File: src/rtl/fetch_queue.sv
// Instruction-fetch stage: owns the PC, buffers {pc, instr} pairs in a QDEPTH-entry FIFO
// feeding decode over valid/ready. Optional perf counters under FETCH_PERF_CNT_EN.
module fetch_queue #(
    parameter int          QDEPTH   = 4,
    parameter logic [31:0] RESET_PC = 32'h0000_0000
) (
    input  logic        clk,
    input  logic        rst,
    output logic [31:0] imem_addr,
    input  logic [31:0] imem_rdata,
    input  logic        imem_wait,
    input  logic        j_label,
    input  logic        b_label,
    input  logic        zero,
    input  logic [31:0] br_pc,
    input  logic [15:0] b_address,
    input  logic [25:0] j_address,
    output logic        id_valid,
    input  logic        id_ready,
    output logic [31:0] id_instr,
    output logic [31:0] id_pc
`ifdef FETCH_PERF_CNT_EN
    ,
    output logic [31:0] perf_fetch,
    output logic [31:0] perf_redirect,
    output logic [31:0] perf_stall
`endif
);

    localparam int AW = $clog2(QDEPTH);
    localparam int CW = AW + 1;

    logic [31:0]   pc;
    logic [31:0]   q_pc    [QDEPTH];
    logic [31:0]   q_instr [QDEPTH];
    logic [AW-1:0] wr_ptr;
    logic [AW-1:0] rd_ptr;
    logic [CW-1:0] count;

    logic          redir;
    logic          pop;
    logic          push;
    logic          full;
    logic [31:0]   pc4;
    logic [31:0]   target;

    assign redir = j_label | (b_label & zero);
    assign pc4   = br_pc + 32'd4;
    // Jump takes priority over a simultaneously resolving taken branch.
    assign target = j_label ? {pc4[31:28], j_address, 2'b00}
                            : pc4 + {{14{b_address[15]}}, b_address, 2'b00};

    assign full     = (count == CW'(QDEPTH));
    assign id_valid = (count != '0);
    assign pop      = id_valid & id_ready;
    assign push     = ~redir & ~imem_wait & (~full | pop);

    assign imem_addr = pc;
    assign id_instr  = q_instr[rd_ptr];
    assign id_pc     = q_pc[rd_ptr];

    always_ff @(posedge clk) begin
        if (rst) begin
            pc     <= RESET_PC;
            wr_ptr <= '0;
            rd_ptr <= '0;
            count  <= '0;
            for (int i = 0; i < QDEPTH; i++) begin
                q_pc[i]    <= '0;
                q_instr[i] <= '0;
            end
        end else if (redir) begin
            // Whole queue is discarded; any concurrent pop is moot.
            pc     <= target;
            wr_ptr <= '0;
            rd_ptr <= '0;
            count  <= '0;
        end else begin
            if (push) begin
                q_pc[wr_ptr]    <= pc;
                q_instr[wr_ptr] <= imem_rdata;
                wr_ptr          <= wr_ptr + AW'(1);
                pc              <= pc + 32'd4;
            end
            if (pop) begin
                rd_ptr <= rd_ptr + AW'(1);
            end
            count <= count + CW'(push) - CW'(pop);
        end
    end

`ifdef FETCH_PERF_CNT_EN
    always_ff @(posedge clk) begin
        if (rst) begin
            perf_fetch    <= '0;
            perf_redirect <= '0;
            perf_stall    <= '0;
        end else begin
            if (push && perf_fetch != '1) begin
                perf_fetch <= perf_fetch + 32'd1;
            end
            if (redir && perf_redirect != '1) begin
                perf_redirect <= perf_redirect + 32'd1;
            end
            if (full && !pop && !redir && perf_stall != '1) begin
                perf_stall <= perf_stall + 32'd1;
            end
        end
    end
`endif

endmodule

File: config.mk
export PLATFORM = sky130hd
export DESIGN_NAME = fetch_queue
export DESIGN_NICKNAME = d
export VERILOG_FILES = /design/src/rtl/fetch_queue.sv
export SDC_FILE = /design/constraint.sdc
export NUM_CORES = 1
export LEC_CHECK = 0
export BUFFER_PORTS_ARGS = -buffer_cell sky130_fd_sc_hd__clkbuf_2
export CORE_MARGIN = 4
export CORE_UTILIZATION = 60
export CTS_CLUSTER_DIAMETER = 30
export DETAILED_ROUTE_END_ITERATION = 8
export GPL_TIMING_DRIVEN = 0
export PLACE_DENSITY = 0.9
export SYNTH_ARGS = -nofsm -noshare
export SYNTH_HDL_FRONTEND = slang
export SYNTH_SLANG_ARGS = --single-unit
File: constraint.sdc
create_clock -name clk -period 17.9 [get_ports clk]
set_clock_uncertainty 0.2 [all_clocks]
set_input_delay 3.58 -clock clk [delete_from_list [all_inputs] [get_ports clk]]
set_output_delay 3.58 -clock clk [all_outputs]
set_load 0.02 [all_outputs]
# Yosys cells after proc, flatten, opt, wreduce, memory -nomap -nowiden
# Memories as Yosys holds them, arrays and structs flattened. A register that Yosys moved wholly into a read port is not among the register bits.
# Cells that the tools add are included.
totals:
  reg_bits: 39
  latchBits: 0
  mem_bits_rw: 256
  rom_bits: 0
  input_bits: 113
  out_inout_bits: 97
  memories: 2
classes:
  add_sub_neg: 7
  n_mul: 0
  div_mod_pow: 0
  order_cmp: 0
  n_eq_ne: 1
  shifts: 0
  muxes: 19
  n_bitwise: 9
  n_reduce_logical: 5
memory_table:
  columns: ["memory", "words", "word_bits", "rd", "rd_ports_with_merged_regs", "write_ports", "line", "source"]
  rows:
  - ["q_instr", 4, 32, 1, 1, 4, "35", "logic [31:0] q_instr [QDEPTH];"]
  - ["q_pc", 4, 32, 1, 1, 4, "34", "logic [31:0] q_pc [QDEPTH];"]
op_table:
  columns: ["cell", "count"]
  rows:
  - ["2-to-1 mux 32 bit", 5]
  - ["adder 32 x 3 -> 32 bit, second input constant", 2]
  - ["OR reduction 32 bit", 2]
  - ["adder 32 bit", 1]
  - ["2-to-1 mux 2 bit", 6]
  - ["2-to-1 mux 1 bit", 8]
  - ["adder 2 x 1 -> 2 bit, second input constant", 2]
  - ["AND 1 bit", 4]
  - ["adder 3 x 1 -> 3 bit", 1]
  - ["== test 3 bit, second input constant", 1]
  - ["NOT 1 bit", 3]
  - ["nonzero test 3 bit", 1]
  - ["subtractor 3 x 1 -> 3 bit", 1]
  - ["OR 1 bit", 2]
  - ["nonzero test 2 bit", 1]
  - ["OR reduction 2 bit", 1]

# Logic depth before layout (Yosys ltp)
# Gate-level depths: netlist of run 1.
logic_depth:
  depth_word: 11
  ltp_mapped: 16

# Worst setup path before layout of run 1
# Ideal clock, no wire load.
synth_timing:
  kind: "input port to flip-flop"
  start: "input b_label"
  end: "memory q_instr[2][0] (enable)"
  setup_time_ps: 574
  arrival_ps: 8994
  t_required_ps: 17126
  slack_ps: 8131
  path_stages: 5
  path_buffers: 1
  cell_sequence: "nand2_1 -> nand2_1 -> or3_1 -> clkbuf_1 -> o21ai_0"
synth_rtl:
  columns: ["element", "line", "source"]
  rows:
  - ["start, declared", "13", "input logic b_label,"]
  - ["end, declared", "35", null]

==> reports/results.txt, run 1 <==
Post-synthesis sequential area ratio: 0.5611
DR pass1 iterations: 6
Critical Path Source Type: flop
Root Buffer: clkbuf_16
Most common cell in the netlist: edfxtp_1
Post-CTS Resized: 0
Largest stage delay, worst path: 0.73 ns
HPWL Detailed: 29,280 microns
Mapped Cells: 1,308
Fill count: 1,571
Synth-to-Final Area Change: 19.73%
First-pass GRT wire length: 64,770 microns
Crit. End Element: primary output
Hold_ws: 0.3551 ns
Vias per cell: 6.149
CTS max path bufs: 3
Starting density of the core: 0.6162
Fin worst setup slack: 11.16 ns
Via count: 11,810
RR Startpoint: count[1]$_SDFF_PP0_
Share of cells above drive strength 1: 0.2393
EDFF count, synth: 256
P_leak: 7.628 nW
Die W: 167.0 microns
Compound-Gate Fraction of Synth Area: 0.08161
Sw Pwr: 0.4513 mW
DRC: 0
# setup viols final: 0
IO Pins: 210
Port bufs: 209
Largest area contributor in the netlist: edfxtp_1
Combinational family with the most area after synthesis: simple AND/OR/NAND/NOR gates
Comb pwr share: 0.115
Sw Ratio: 0.2536
Post-synthesis simple-gate area fraction: 0.1488
Part of the power in the clock network: 0.434
Slowest cell on crit path: buf_1
Die H: 167.0 microns
R2R Path End: q_instr[2][5]$_SDFFCE_PN0P_
Final hold vios: 0
Fin nets: 1,718
Area contributors post-synth: edfxtp_1 (51%), mux4_2 (9.5%), dfxtp_1 (5.4%)
Synth top area share: 0.5070
Mux contribution to synthesized area: 0.1013
CP max FO: 10
DR WL/cell: 21.63 microns
Reg clk slew, reported paths: 0.06 ns
Initial DRC count: 1,680
Clk sinks: 297
Final period utilization: 0.3766
Internal power: 1.328 mW
Syn Nets: 1,460
Final setup TNS: 0 ns
Antenna violations before repair: 1
Setup bufs post-CTS: 0
Synth Area in Adders: 0.03317
Worst R2R Setup Slack: 14.67 ns
Vias in the first global route: 11,940
Outcome: complete, no violations
Pin count of the biggest net entering global routing: 43
CP bufs+invs: 3
H-tree Lvls: 2
Crit path DAT: 2.96 ns
Synthesized area per cell: 11.59 sq um
Global-route usage over all layers: 0.2925
Gp weighted congestion: 0.9082
Post-Route WL: 41,560 microns
Final min period: 6.741 ns
Synth warn: 0
Area of the core: 0.02460 sq mm
Dpl ws: 10.80 ns
Hold Path End: imem_addr[0]$_SDFFE_PP0P_
Fmax: 0.1483 GHz
XOR/XNOR Fraction of Synth Area: 0.03755
Post-synth cell types: 72
Worst Min Path Start: imem_addr[0]$_SDFFE_PP0P_
R2r worst-path depth: 7
CTS Buf Count: 39
List of most frequent post-synthesis cells: edfxtp_1 (256), nor2_1 (214), nand2_1 (140)
Post-route ant nets: 0
Post-synth top flop: edfxtp_1
FP Rows: 57
Sequential fraction of design power: 0.451
RSZ-0062 raised after global routing: no
Ys async rst share: 0
Critical-path cell list: clkbuf_1 > buf_1 > mux4_2 > clkbuf_2
# hold bufs at CTS: 0
Max-slew headroom: 0.4147
Final instance area: 0.01815 sq mm
MaxCap Viol Count: 0
Netlist Area Pre-Place: 0.01516 sq mm
Placement Cell Area: 0.01685 sq mm
PwrDens: 98.03 mW/mm^2
Tot Pwr: 1.780 mW
CTS tree: built
Hold WC Path Type: reg -> reg
Hold Path Depth: 2
Global route overflow: 0
Least-Margin Pin Slew: 0.8779 ns
Yosys reg bits: 297
Die Area: 0.02788 sq mm
CP required: 14.12 ns
Skew-Pair Late Insertion Delay: 0.52 ns
VDD IR max: 0.07145 mV
Cell family with the largest share of critical-path delay: buffers and inverters
Final Slew Violations: 0
Crit path kind: reg -> out
## how the worst max path moves through the flow
stage,to,slack [ns],cells past startpoint
floorplan,q_instr[2][0]$_SDFFCE_PN0P_,8.13,5
global placement,q_instr[2][4]$_SDFFCE_PN0P_,4.61,6
detailed placement,imem_addr[29]$_SDFFE_PP0P_,10.80,16
CTS,id_pc[19],11.09,4
global route,id_pc[19],10.97,4
finish,id_pc[19],11.16,4
## metrics by stage
| step | instances | util |
|---|---|---|
| after floorplan | 1308 | - |
| after global placement | 1841 | 0.6752 |
| after detailed placement | 1849 | 0.6849 |
| after CTS | 1920 | 0.7377 |
| after global routing | 1921 | 0.7378 |
| final | 1921 | 0.7378 |
## flip-flops by register name, summed over array words and instances (netlist names), named ones only
signal / cells
imem_addr: 32
count: 3
q_instr: 128
q_pc: 128
wr_ptr: 2
rd_ptr: 2
## cell type report
type,count,area [sq um],area share
multi-input combinational,868,6143,0.3384
antenna,1,2.502,0.0001378
buffer,69,274.0,0.01509
sequential,297,8508,0.4687
clock buffer,44,1037,0.05714
clock inverter,27,261.5,0.01440
timing repair buffer,217,1244,0.06851
inverter,74,277.8,0.01530
tap,324,405.4,0.02233
## power by group through the flow
stage | clock network, mW | registers (mW) | logic (mW)
after floorplan | 0 | 0.818 | 0.122
after global placement | 0 | 0.819 | 0.189
after detailed placement | 0 | 0.815 | 0.201
after CTS | 0.773 | 0.801 | 0.203
after global routing | 0.807 | 0.804 | 0.221
final | 0.773 | 0.802 | 0.205
## worst register-to-register path, stage by stage, from the launching register on
cell and delay [ns]:
dfxtp_1 0.45, nor4b_1 0.11, or3_1 0.41, clkbuf_1 0.39, o21ai_4 0.77, buf_16 0.24, buf_16 0.17, buf_16 0.18
## logic make-up (layout without fill, tap and decap cells)
logic type / Yosys count / count (layout)
AO/OA/AOI/OAI: 186 / 186
buffers and inverters: 143 / 431
adder cells (fa/ha/maj): 39 / 39
flip-flops: 297 / 297
other: 0 / 1
XOR/XNOR: 65 / 65
AND/OR/NAND/NOR: 505 / 505
multiplexers: 73 / 73
## per-layer routing
metal  vias up  GRT usage  part of all wire
li1       5283          -                 -
met1      5679     0.3707              0.36
met2       750     0.5120              0.51
met3       100    0.05783              0.10
met4         0    0.09036             0.031
met5         -          0                 0
## layout by cell type, fill, tap and decap left out, types with 12 or more instances in the layout
master	synthesis	routed
edfxtp_1	256	256
nor2_1	214	214
clkbuf_2	0	209
nand2_1	140	139
inv_1	73	73
a21oi_1	66	66
mux4_2	64	64
and3_1	53	53
clkbuf_1	48	51
dfxtp_1	41	41
clkbuf_16	0	41
xnor2_1	39	39
ha_1	37	37
nand3_1	31	31
o21ai_0	31	28
xor2_1	26	26
nor3_1	15	15
buf_2	12	12
No activity file was read; power rests on OpenSTA's default activity.
==> run 2, diff against run 1 <==
ABC_AREA = 1   (was default)
CORE_UTILIZATION = 53   (was 60)
PLACE_DENSITY = 0.84   (was 0.9)
clock period = 5.7 ns   (was 17.9 ns; I/O delays follow)
==> run 2 against run 1 <==
Against the previous run: via count is 29% higher; flip-flop and latch count stayed put; wire length is 24% higher; synthesized cell count is 49% higher.
==> reports/results.txt, run 2 <==
Port bufs: 208 (-0.48%)
Post-Route WL: 51,670 microns (+24%)
Dpl ws: 0.9617 ns (-9.841 ns)
Met2 Use GR: 0.5210 (+0.008979)
Outcome: complete, no violations
Final Slew Violations: 0 (unchanged)
R2R Path End: q_pc[0][9]$_SDFFCE_PN0P_
Largest area contributor in the netlist: edfxtp_1
Share of cells above drive strength 1: 0.1754 (-0.06396)
FP Rows: 64 (+12%)
IO Pins: 210 (unchanged)
CTS max path bufs: 3 (unchanged)
Met3 global-route usage: 0.05348 (-0.004350)
List of most frequent post-synthesis cells: nor2_1 (391), nand2_1 (291), edfxtp_1 (256)
Yosys reg bits: 297 (unchanged)
Synth-to-Final Area Change: 19.05%
CP required: 4.36 ns (-9.76 ns)
Synth warn: 0 (unchanged)
Skew-Pair Late Insertion Delay: 0.52 ns (about the same)
H-tree Lvls: 2 (unchanged)
R2r worst-path depth: 9 (+2)
Hold WC Path Type: reg -> reg
Hold Path End: rd_ptr[1]$_SDFFE_PP0P_
RSZ-0062 raised after global routing: no
Gp weighted congestion: 1.001 (+10%)
PwrDens: 302.1 mW/mm^2 (+210%)
Crit path kind: reg -> out
Critical Path Source Type: flop
Most frequent cells in the layout: nor2_1 (391), nand2_1 (289), edfxtp_1 (256)
P_leak: 8.218 nW (+7.7%)
DR pass1 iterations: 6 (unchanged)
Die H: 184.4 microns (+10%)
Final period utilization: 0.7669
Die Area: 0.03401 sq mm (+22%)
Synthesized area per cell: 8.480 sq um (-27%)
DRC: 0 (unchanged)
Post-synthesis simple-gate area fraction: 0.2374 (+0.08858)
Antenna violations before repair: 0 (-1)
Post-synth cell types: 43 (-40%)
Initial DRC count: 1,572 (-6.4%)
Most common cell in the netlist: nor2_1
Syn Nets: 2,097 (+44%)
Fin nets: 2,354 (+37%)
Mapped Cells: 1,945 (+49%)
Post-synth top flop: edfxtp_1
Least-Margin Pin Slew: 1.038 ns (+0.1602 ns)
CTS tree: built
RR Startpoint: count[1]$_SDFF_PP0_
Worst R2R Setup Slack: 2.47 ns (-12.20 ns)
Pin count of the biggest net entering global routing: 54 (+26%)
Fin worst setup slack: 1.329 ns (-9.830 ns)
Worst Min Path Start: rd_ptr[1]$_SDFFE_PP0P_
Via count: 15,270 (+29%)
Compound-Gate Fraction of Synth Area: 0.1185 (+0.03688)
Antenna cells: 0 (-1)
Global-route usage over all layers: 0.2966 (+0.004044)
Final hold vios: 0 (unchanged)
Setup bufs post-CTS: 0 (unchanged)
Vias in the first global route: 15,070 (+26%)
Synth Area in Adders: 0.03050 (-0.002678)
Root Buffer: clkbuf_16
Ys async rst share: 0 (unchanged)
# hold bufs at CTS: 0 (unchanged)
First-pass GRT wire length: 79,230 microns (+22%)
Post-CTS Resized: 0 (unchanged)
Post-synthesis sequential area ratio: 0.5159 (-0.04529)
Fmax: 0.2288 GHz
DR WL/cell: 19.64 microns (-9.2%)
Final min period: 4.371 ns
XOR/XNOR Fraction of Synth Area: 0.02283 (-0.01471)
Commonest non-fill, non-tap cell in the layout: nor2_1
Area of the core: 0.03067 sq mm (+25%)
Die W: 184.4 microns (+10%)
Mux contribution to synthesized area: 0 (-0.1013)
Max-slew headroom: 0.3079 (-0.1068)
Clk sinks: 297 (unchanged)
Vias per cell: 5.805 (-5.6%)
EDFF count, synth: 256 (unchanged)
HPWL Detailed: 36,840 microns (+26%)
Reg clk slew, reported paths: 0.05 ns (about the same)
CP max FO: 10 (unchanged)
Netlist Area Pre-Place: 0.01649 sq mm (+8.8%)
Post-route ant nets: 0 (unchanged)
Starting density of the core: 0.5378 (-0.07844)
VDD IR max: 0.1952 mV (+170%)
Global route overflow: 0 (unchanged)
MaxCap Viol Count: 0 (unchanged)
Crit. End Element: primary output
Met1 usage: 0.3504 (-0.02033)
Synth top area share: 0.4661 (-0.04092)
Busiest layer in global routing: met2
Hold_ws: 0.3009 ns (-0.05416 ns)
CTS Buf Count: 42 (+7.7%)
Hold Path Depth: 2 (unchanged)
Area contributors post-synth: edfxtp_1 (47%), nor2_1 (8.9%), nand2_1 (6.6%)
# setup viols final: 0 (unchanged)
Crit path DAT: 3.03 ns (+0.07 ns)
Combinational family with the most area after synthesis: simple AND/OR/NAND/NOR gates
Final core utilization: 0.6402 (-0.09759)
[run 2: cell count changes after synthesis, moves of 17 or more]
| cell | before | now |
|---|---|---|
| nor2_1 | 214 | 391 |
| o21ai_0 | 31 | 185 |
| nand2_1 | 140 | 291 |
| inv_1 | 73 | 187 |
| o22ai_1 | 0 | 66 |
| mux4_2 | 64 | 0 |
| and3_1 | 53 | 0 |
| nand3_1 | 31 | 75 |
| nor3_1 | 15 | 58 |
| inv_2 | 1 | 33 |
| nor2_4 | 1 | 30 |
| xnor2_1 | 39 | 11 |
| clkbuf_1 | 48 | 65 |
[run 2: worst max path at each step]
stage | from | to | slack, ns | depth (start not counted)
detailed placement | br_pc[2] | imem_addr[30]$_SDFFE_PP0P_ | 0.96 | 21
global placement | b_label | q_instr[1][28]$_SDFFCE_PN0P_ | -2.05 | 8
global route | br_pc[2] | imem_addr[30]$_SDFFE_PP0P_ | 1.01 | 22
floorplan | j_label | q_instr[1][0]$_SDFFCE_PN0P_ | 0.20 | 6
CTS | flop | id_pc[25] | 1.44 | 7
finish | flop | id_pc[25] | 1.33 | 7
[run 2: metal layers]
layer / routed length (microns) / part of all wire / up-vias
met4: 2514 / 0.049 / 0
met2: 25570 / 0.49 / 938
met3: 5323 / 0.10 / 175
li1: - / - / 7091
met5: 0 / 0 / -
met1: 18260 / 0.35 / 7070
[run 2: where the power goes]
part / switching [mW] / leakage [nW] / internal, mW
combinational: 0.520 / 4.54 / 0.227
sequential: 0.0573 / 2.98 / 2.46
clock: 1.01 / 0.701 / 1.66
total: 1.59 / 8.22 / 4.35
[run 2: worst max-delay path, stage by stage (launching register included)]
cell and delay, ns:
dfxtp_1 0.34, clkbuf_1 0.27, inv_1 0.17, clkbuf_1 0.48, clkbuf_1 0.54, o21ai_0 0.21, o22ai_1 0.26, clkbuf_2 0.23
[run 2: kinds of logic (layout without fill, tap and decap cells)]
logic type | count (synthesis) | after routing
AOI/OAI and AO/OA | 360 | 360
adders and majority gates | 39 | 39
and+or+nand+nor | 896 | 896
DFF | 297 | 297
buffers and inverters | 310 | 600
xor gates and xnor gates | 43 | 43
[run 2: layout make-up]
class,instances,area (sq um)
multi-input cells,1338,6778
clock buffers,47,1111
clock inverters,30,350.3
well taps,396,495.5
repair buffers,213,1156
fillers,2393,11030
inverters,222,833.3
plain buffers,88,402.9
flip-flops and latches,297,8508
[run 2: stage by stage]
step           power, mW  setup TNS [ns]  std cells  instance area, sq um
2_1_floorplan      3.005               0       1945                 16490
3_3_place_gp       3.266         -173.56       2549                 18030
3_5_place_dp       3.287               0       2554                 18170
4_1_cts            5.911               0       2631                 19640
5_1_grt            6.107               0       2631                 19640
6_report           5.932               0       2631                 19640
